### config.mk
export PLATFORM = sky130hd
export DESIGN_NAME = sha1_tag_dispatch
export DESIGN_NICKNAME = d
export VERILOG_FILES = /design/src/rtl/sha1_pkg.sv /design/src/rtl/sha1_rr_arb.sv /design/src/rtl/sha1_tag_dispatch.sv
export SDC_FILE = /design/constraint.sdc
export NUM_CORES = 1
export LEC_CHECK = 0
export BUFFER_PORTS_ARGS = -buffer_cell sky130_fd_sc_hd__buf_4
export CELL_PAD_IN_SITES_DETAIL_PLACEMENT = 0
export CELL_PAD_IN_SITES_GLOBAL_PLACEMENT = 2
export CORE_MARGIN = 2
export CORE_UTILIZATION = 31
export CTS_BUF_LIST = sky130_fd_sc_hd__clkbuf_2
export DETAILED_ROUTE_END_ITERATION = 6
export GPL_TIMING_DRIVEN = 0
export PLACE_DENSITY_LB_ADDON = 0.1
export REMOVE_ABC_BUFFERS = 1
export SLEW_MARGIN = 20
export SYNTH_ARGS = -nofsm -noshare
export SYNTH_HDL_FRONTEND = slang
export SYNTH_SLANG_ARGS = --single-unit
### constraint.sdc
create_clock -name clk -period 3.2 [get_ports clk]
set_input_delay 0.64 -clock clk [delete_from_list [all_inputs] [get_ports clk]]
set_output_delay 0.64 -clock clk [all_outputs]
set_load 0.02 [all_outputs]
### src/rtl/sha1_pkg.sv
// Shared types and elaboration helpers for the SHA1 job dispatch front-end.
package sha1_pkg;

  localparam int DEF_TAG_WIDTH = 10;

  typedef enum logic [1:0] {
    ST_INIT  = 2'd0,
    ST_IDLE  = 2'd1,
    ST_ISSUE = 2'd2,
    ST_HOLD  = 2'd3
  } state_t;

  // Outstanding credits can never exceed the tag space, or live tags would alias.
  function automatic bit credit_fits(input int max_out, input int tag_w);
    return longint'(max_out) <= (longint'(1) << tag_w);
  endfunction

endpackage

### src/rtl/sha1_rr_arb.sv
// Combinational round-robin picker: first asserted req at or above ptr, with wrap.
module sha1_rr_arb #(
  parameter int N     = 4,
  parameter int IDX_W = $clog2(N)
) (
  input  logic [N-1:0]     req,
  input  logic [IDX_W-1:0] ptr,
  output logic [IDX_W-1:0] gnt_idx,
  output logic             gnt_valid
);

  logic [IDX_W-1:0] cand;

  // Scan from the farthest offset down so the nearest requester wins.
  always_comb begin
    gnt_idx   = '0;
    gnt_valid = 1'b0;
    cand      = '0;
    for (int i = N - 1; i >= 0; i--) begin
      cand = IDX_W'((int'(ptr) + i) % N);
      if (req[cand]) begin
        gnt_idx   = cand;
        gnt_valid = 1'b1;
      end
    end
  end

endmodule

### src/rtl/sha1_tag_dispatch.sv
// Tags incoming hash jobs, dispatches them round-robin to idle SHA1 engines,
// and limits outstanding tags to the reorder buffer depth.
module sha1_tag_dispatch
  import sha1_pkg::*;
#(
  parameter int TAG_WIDTH       = DEF_TAG_WIDTH,
  parameter int NUM_ENG         = 4,
  parameter int MAX_OUTSTANDING = 1024,
  parameter int ENG_IDX_W       = $clog2(NUM_ENG),
  parameter int CNT_W           = $clog2(MAX_OUTSTANDING + 1)
) (
  input  logic                 clk,
  input  logic                 rst_n,
  input  logic                 init_done,
  input  logic                 job_valid,
  output logic                 job_ready,
  output logic [TAG_WIDTH-1:0] job_tag,
  input  logic [NUM_ENG-1:0]   eng_idle,
  output logic [NUM_ENG-1:0]   eng_start,
  output logic [TAG_WIDTH-1:0] eng_tag,
  output logic [ENG_IDX_W-1:0] eng_idx,
  input  logic                 rel_en,
  output logic [CNT_W-1:0]     outstanding,
  output logic                 err_underflow
);

  if (!credit_fits(MAX_OUTSTANDING, TAG_WIDTH)) begin : g_credit_check
    $error("MAX_OUTSTANDING exceeds the tag space");
  end

  state_t                 state, state_nxt;
  logic [TAG_WIDTH-1:0]   next_tag;
  logic [ENG_IDX_W-1:0]   rr_ptr;
  logic [ENG_IDX_W-1:0]   arb_idx;
  logic                   arb_valid;
  logic                   credit_ok;
  logic                   accept;

  sha1_rr_arb #(
    .N     (NUM_ENG),
    .IDX_W (ENG_IDX_W)
  ) u_arb (
    .req       (eng_idle),
    .ptr       (rr_ptr),
    .gnt_idx   (arb_idx),
    .gnt_valid (arb_valid)
  );

  assign credit_ok = outstanding < CNT_W'(MAX_OUTSTANDING);
  assign accept    = job_valid & job_ready;
  assign job_tag   = next_tag;

  always_ff @(posedge clk) begin
    if (!rst_n) state <= ST_INIT;
    else        state <= state_nxt;
  end

  always_comb begin
    state_nxt = state;
    job_ready = 1'b0;
    case (state)
      ST_INIT:  if (init_done) state_nxt = ST_IDLE;
      ST_IDLE: begin
        job_ready = arb_valid & credit_ok;
        if (job_valid & job_ready) state_nxt = ST_ISSUE;
      end
      ST_ISSUE: state_nxt = ST_HOLD;
      ST_HOLD:  state_nxt = ST_IDLE;
      default:  state_nxt = ST_INIT;
    endcase
  end

  // The start pulse is registered at accept so it lands exactly in ST_ISSUE.
  always_ff @(posedge clk) begin
    if (!rst_n) begin
      eng_start     <= '0;
      eng_tag       <= '0;
      eng_idx       <= '0;
      next_tag      <= '0;
      rr_ptr        <= '0;
      outstanding   <= '0;
      err_underflow <= 1'b0;
    end else begin
      eng_start <= '0;
      if (accept) begin
        eng_start <= NUM_ENG'(1) << arb_idx;
        eng_idx   <= arb_idx;
        eng_tag   <= next_tag;
      end
      if (state == ST_ISSUE) begin
        next_tag <= next_tag + 1'b1;
        rr_ptr   <= (eng_idx == ENG_IDX_W'(NUM_ENG - 1)) ? '0 : eng_idx + 1'b1;
      end
      if (accept && !rel_en)
        outstanding <= outstanding + 1'b1;
      else if (!accept && rel_en && outstanding != '0)
        outstanding <= outstanding - 1'b1;
      if (rel_en && outstanding == '0)
        err_underflow <= 1'b1;
    end
  end

endmodule

==> key figures, run 1 <==
Yosys
  • Top cells by count, synth: dfxtp_1, nor2b_1, mux2i_1, nand2_1
  • Yosys warns: 0
  • Netlist cell types: 43
  • Yosys top cell area share: a little under two fifths
  • Count leader, synth: dfxtp_1
  • Post-synth EDFFs: 0
  • Mapped Area: 0.00228 mm^2
  • Synthesized area per cell: 9.15 um^2
  • Synth area leaders: dfxtp_1, mux2i_1, ha_1, nor2b_1, xnor2_1
  • #FFs+latches synth: 42
  • Leading area contributor after synthesis: dfxtp_1
  • Post-synth ARST share: 0%
  • Ys flop type: dfxtp_1
  • Register area share after synthesis: 36.9%
  • Mapped Cells: 249

Clock network
  • CTS Buf Count: 5
  • Max Buffers Root-to-Sink: 2
  • Worst-path clk slew: about 240 ps
  • CTS tree: yes
  • CTS sink cnt: 42
  • CTS root buffer: clkbuf_2
  • Hold Buf Count CTS: 0
  • H-tree depth: 2
  • Skew-Pair Late Insertion Delay: between 400 and 500 ps

Critical path
  • Crit path max-delay cell type: or4_4
  • Largest delay contributor family on the critical path: compound AO/OA/AOI/OAI gates
  • Setup CP Type: primary input to flop
  • Arrival time at the worst endpoint: 3350 ps
  • Worst Setup End Kind: flop
  • WP data required: 3590 ps
  • CP bufs+invs: 1
  • Crit path largest cell delay: 540 ps
  • Critical-path maximum fanout: 11
  • Startpoint Class: primary input
  • Crit path cell chain: buf_4, or4_4, and4_4, nand2_2, ha_1, a211oi_1, o21ai_0, a221oi_2, mux2i_1, o21a_1

Place
  • Cells after DPL: 386
  • RD Place Congestion: 0.770
  • Port buffer count: 47
  • DP Wirelength: 3590 um

Power
  • Maximum VDD drop: 0.000233 V
  • Pwr per Cell Area: 829 mW/mm^2
  • Lkg Pwr: 1.16 nW

Drt
  • Final wirelength: slightly above 5000 um
  • Via count: 1867
  • DRC Markers: 0
  • Avg Vias per Cell: 4.71
  • Wire per inst: 13.0 um
  • Initial DRT Pass Iterations: 4
  • 1st-iter DRT viols: 85
  • Detail Route Antenna Nets: 0

Timing
  • Final Critical Period: 2960 ps
  • Clk_skew: 40.7 ps
  • Tcrit/Tclk final: 92.6%
  • Max_slew headroom: 64.9%
  • Worst Tran Pin Value: 521 ps
  • Total negative slack: 0 ps
  • Number of slew-limit violations in the final report: 0
  • Final setup fails: 0
  • RSZ-0062 raised after global routing: false
  • Hold violation total from the final report: 0
  • Max Fclk: 0.338 GHz

Floorplanning
  • Cell Rows: 31
  • Core Box Area: 0.00718 mm^2
  • Die Height: 89.7 um
  • # IOs: 48
  • Die Wd: 89.7 um
  • Starting density of the core: 31.8%
  • Die ar.: 0.00805 mm^2

Final layout
  • Proportion of layout cells with a drive suffix above 1: 21.9%
  • FILL cells: around 800
  • Area of the multi-input gates: 0.00136 mm^2
  • Layout net count: 320
  • Antenna diode count: 0
  • Non-Filler Instances: 396
  • Layout Area Growth over Synthesis: 21.7%
  • Total area of sequential cells: 841 um^2

Run status
  • Status: finished clean

GRT
  • First-pass GRT wire length: between 8000 and 9000 um
  • Largest net degree at the start of global routing: 42
  • Overall routing resource usage: 12.8%
  • Overflow after GRT: 0
  • Initial antenna violation count: 0
  • Vias in the first global route: ~1700

Run
  • Max_cap viols: 0

Worst hold path
  • Worst hold path type: primary input to flop
[cell type report]
type | count | share of cell area [%]
Clock buffer | 6 | 1.08
Clock inverter | 2 | 0.496
Inverter | 9 | 1.22
Sequential cell | 42 | 30.3
Timing Repair Buffer | 49 | 13.3
Tap cell | 99 | 4.47
Multi-Input combinational cell | 189 | 49.1
[path summary, 6_finish.rpt]
| path | start | slack [ps] | depth (start not counted) | end |
|---|---|---|---|---|
| max reg2reg | state[1] | 340 | 10 | outstanding[10] |
| min reg2reg | eng_tag[1] | 540 | 2 | eng_tag[1] |
| min | rel_en | 520 | 3 | err_underflow |
| max | eng_idle[1] | 240 | 10 | outstanding[10] |
[power by group]
| part | internal [mW] | leakage, nW | switching, mW | total (mW) |
|---|---|---|---|---|
| clock | 0.0576 | 0.0330 | 0.185 | 0.243 |
| sequential | 0.613 | 0.342 | 0.116 | 0.729 |
| combinational | 0.597 | 0.783 | 0.731 | 1.33 |
| total | 1.27 | 1.16 | 1.03 | 2.30 |
[tightest hold or removal path, stage by stage]
cell,delay [ps]
buf_4,90
a41oi_1,90
nor2b_1,100
[what timing repair did]
action,in CTS,in global routing
resized for setup,2,0
setup endpoints to repair,1,2
endpoints found under the hold margin,0,0
pin swaps,0,1
buffers inserted,0,2
[registers in the layout, summed over array words and instances (netlist names)]
signal / flops
outstanding: 11
err_underflow: 1
eng_idx: 2
eng_start: 4
eng_tag: 10
rr_ptr: 2
state: 2
job_tag: 10
[stage by stage]
step / worst slack [ps] / power [mW] / cell area (um^2) / utilization [%] / hold slack [ps]
6_report: 238 / 2.30 / 2770 / 38.6 / 518
3_5_place_dp: -612 / 2.04 / 2710 / 37.7 / 505
3_3_place_gp: -647 / 2.06 / 2710 / 37.7 / 503
2_1_floorplan: -2.95 / 1.68 / 2230 / - / 506
4_1_cts: 78.9 / 2.31 / 2760 / 38.4 / 491
5_1_grt: 71.5 / 2.51 / 2770 / 38.6 / 511
[cell families after synthesis]
kind of cell             Yosys count  share of synthesized area (%)
adder cells (fa/ha/maj)           15                           8.57
XOR/XNOR                          13                           5.00
multiplexers                      22                           9.88
AO/OA/AOI/OAI                     54                           15.4
AND/OR/NAND/NOR                   85                           20.5
flip-flops                        42                           36.9
buffers and inverters             18                           3.68
[cell usage in the layout (no fill, tap or decap), types with 5 or more instances in the layout]
cell      netlist  routed
buf_4           0      49
dfxtp_1        42      42
nor2b_1        22      22
mux2i_1        21      21
o21ai_0        14      14
nand2_1        15      14
ha_1           14      14
nor2_1         12      12
a21oi_1        10      10
inv_1           9       9
xnor2_1         9       9
and2_1          9       9
clkbuf_2        0       6
nor3_1          5       5
a211oi_1        5       5
[routing by layer]
metal  GRT usage [%]  vias up  wire length, um
li1                -      977                -
met1            18.0      833             2580
met2            18.7       49             2190
met3            3.69        8              326
met4            4.49        0               74
met5               0        -                0
No activity file was read; power rests on OpenSTA's default activity.
==> run 2, diff against run 1 <==
- CORE_UTILIZATION: 31 -> 37
- CTS_CLUSTER_SIZE: default -> 12
- clock period: 3.2 -> 3.8 ns (I/O delays scaled with it)
==> run 2 against run 1 <==
  * Wire length fell by 3.3%
  * Largest power group unchanged
  * Final cell count fell by 6.8%
  * Largest cell class unchanged
  * Register-to-register slack improved by 100 ps
  * Sequential cell count did not move
==> key figures, run 2 (same netlist as run 1, synthesis figures left out) <==
Run status
  • Status: finished clean

Power
  • Pwr per Cell Area: approximately 700 mW/mm^2
  • Sequential share of power: 32.3%
  • Total power: 1.89 mW
  • Switching power: 0.844 mW
  • Combinational share of power: 57.9%
  • Clk pwr share: approximately a tenth
  • Maximum VDD drop: 0.000366 V
  • Int Power: 1.05 mW
  • Lkg Pwr: approximately 1.1 nW
  • Sw Ratio: approximately 45%

Floorplanning
  • Die ar.: 0.00680 mm^2
  • Die Height: ~82 um
  • Starting density of the core: about two fifths
  • # IOs: 48
  • Cell Rows: 28
  • Core Box Area: roughly 0.0059 mm^2
  • Die Wd: around 82 um

Drt
  • Final wirelength: approximately 5000 um
  • Wire per inst: 13.5 um
  • Detail Route Antenna Nets: 0
  • Avg Vias per Cell: 5.04
  • Via count: 1859
  • 1st-iter DRT viols: 63
  • DRC Markers: 0
  • Initial DRT Pass Iterations: 4

Final layout
  • Layout Area Growth over Synthesis: 18.9%
  • Largest reg by FF count: outstanding
  • Non-Filler Instances: 369
  • Design area: roughly 0.0027 mm^2
  • Most frequent cells in the layout: buf_4, dfxtp_1, nor2b_1
  • Largest register FFs: 11
  • FILL cells: 615
  • Proportion of layout cells with a drive suffix above 1: 20.4%
  • Antenna diode count: 0
  • Final Util: 45.8%
  • Commonest non-fill, non-tap cell in the layout: buf_4
  • Layout net count: 318

Timing
  • Tcrit/Tclk final: 92.1%
  • RSZ-0062 raised after global routing: false
  • Number of slew-limit violations in the final report: 0
  • Max Fclk: 0.286 GHz
  • Hold violation total from the final report: 0
  • Worst Tran Pin Value: 540 ps
  • Max_slew headroom: 63.6%
  • Final setup fails: 0
  • Clk_skew: 17.0 ps
  • Total negative slack: 0 ps
  • Final Critical Period: 3500 ps

GRT
  • First-pass GRT wire length: between 8000 and 9000 um
  • Largest net degree at the start of global routing: 42
  • Vias in the first global route: between 1500 and 2000
  • Overflow after GRT: 0
  • Overall routing resource usage: 15.7%
  • Initial antenna violation count: 0

Critical path
  • Reg2Reg Depth: 10
  • Startpoint Class: primary input
  • WP data required: roughly 4200 ps
  • Reg2reg end: outstanding[10]
  • Reg2reg setup slack: around 440 ps
  • Worst Setup End Kind: flop
  • Critical-path maximum fanout: 17
  • Reg-to-reg startpoint: state[1]
  • Setup CP Type: primary input to flop
  • Arrival time at the worst endpoint: 3860 ps

Clock network
  • Setup Fix Bufs, Post-CTS: 0
  • Post-CTS resize count: 0
  • Hold Buf Count CTS: 0
  • CTS sink cnt: between 40 and 50
  • Worst-path clk slew: 210 ps
  • Skew-Pair Late Insertion Delay: 390 ps
  • H-tree depth: 2
  • CTS Buf Count: 5
  • CTS root buffer: clkbuf_2
  • Max Buffers Root-to-Sink: 2
  • CTS tree: yes

Place
  • DP Wirelength: 3510 um
  • DP Area: around 0.0027 mm^2
  • Cells after DPL: 362
  • Port buffer count: 47
  • RD Place Congestion: slightly above 0.8

Worst hold path
  • Hold Crit Start: eng_tag[6]
  • Worst hold path type: flop to flop
  • Worst hold endpoint: eng_tag[6]
  • Hold Path Depth: 2

Run
  • Max_cap viols: 0
-- run 2: cell count changes in the layout (fill, tap and decap cells not counted) --
cell,delta
buf_4,-2
a221oi_1,+1
a221oi_2,-1
clkbuf_2,-1
clkinv_2,+1
clkinv_4,-1
nand2_1,+1
nand2_2,-1
-- run 2: power groups by stage --
stage	registers, mW	clock network [mW]	logic, mW
2_1_floorplan	0.672	0	0.743
3_3_place_gp	0.623	0	1.09
3_5_place_dp	0.624	0	1.08
4_1_cts	0.614	0.199	1.09
5_1_grt	0.625	0.214	1.22
6_report	0.611	0.184	1.09
-- run 2: area by class of cell --
class | instances | area, um^2 | area share [%]
clock buffer | 5 | 25.0 | 0.923
clock inverter | 2 | 10.0 | 0.369
inverter | 9 | 33.8 | 1.25
multi-input combinational | 189 | 1350 | 50.0
sequential | 42 | 841 | 31.0
tap | 75 | 93.8 | 3.46
timing repair buffer | 47 | 353 | 13.0
-- run 2: layer usage --
metal | up-vias | wire length [um] | track usage, %
met4 | 0 | 27 | 4.50
met1 | 835 | 2690 | 23.2
met5 | - | 0 | 0
met2 | 46 | 2010 | 22.2
met3 | 2 | 272 | 3.91
li1 | 976 | - | -
-- run 2: worst max-delay path, cell delays in order --
cell and delay, ps:
buf_4 120, or4_4 540, and4_4 320, nand2_1 420, ha_1 380, a211oi_1 240
o21ai_0 250, a221oi_1 470, mux2i_1 240, o21a_1 120
-- run 2: how the worst max path moves through the flow --
stage	endpoint	slack, ps	from	cells after the start
2_1_floorplan	outstanding[10]	480	eng_idle[1]	9
3_3_place_gp	outstanding[10]	-150	eng_idle[1]	10
3_5_place_dp	outstanding[10]	-140	eng_idle[1]	10
4_1_cts	outstanding[10]	330	eng_idle[1]	10
5_1_grt	outstanding[10]	190	eng_idle[1]	10
6_report	outstanding[10]	300	eng_idle[1]	10
-- run 2: through the flow --
step	hold slack, ps	worst slack [ps]
global placement	502	-151
global route	561	189
detailed placement	508	-142
floorplan	506	477
CTS	543	331
finish	539	301
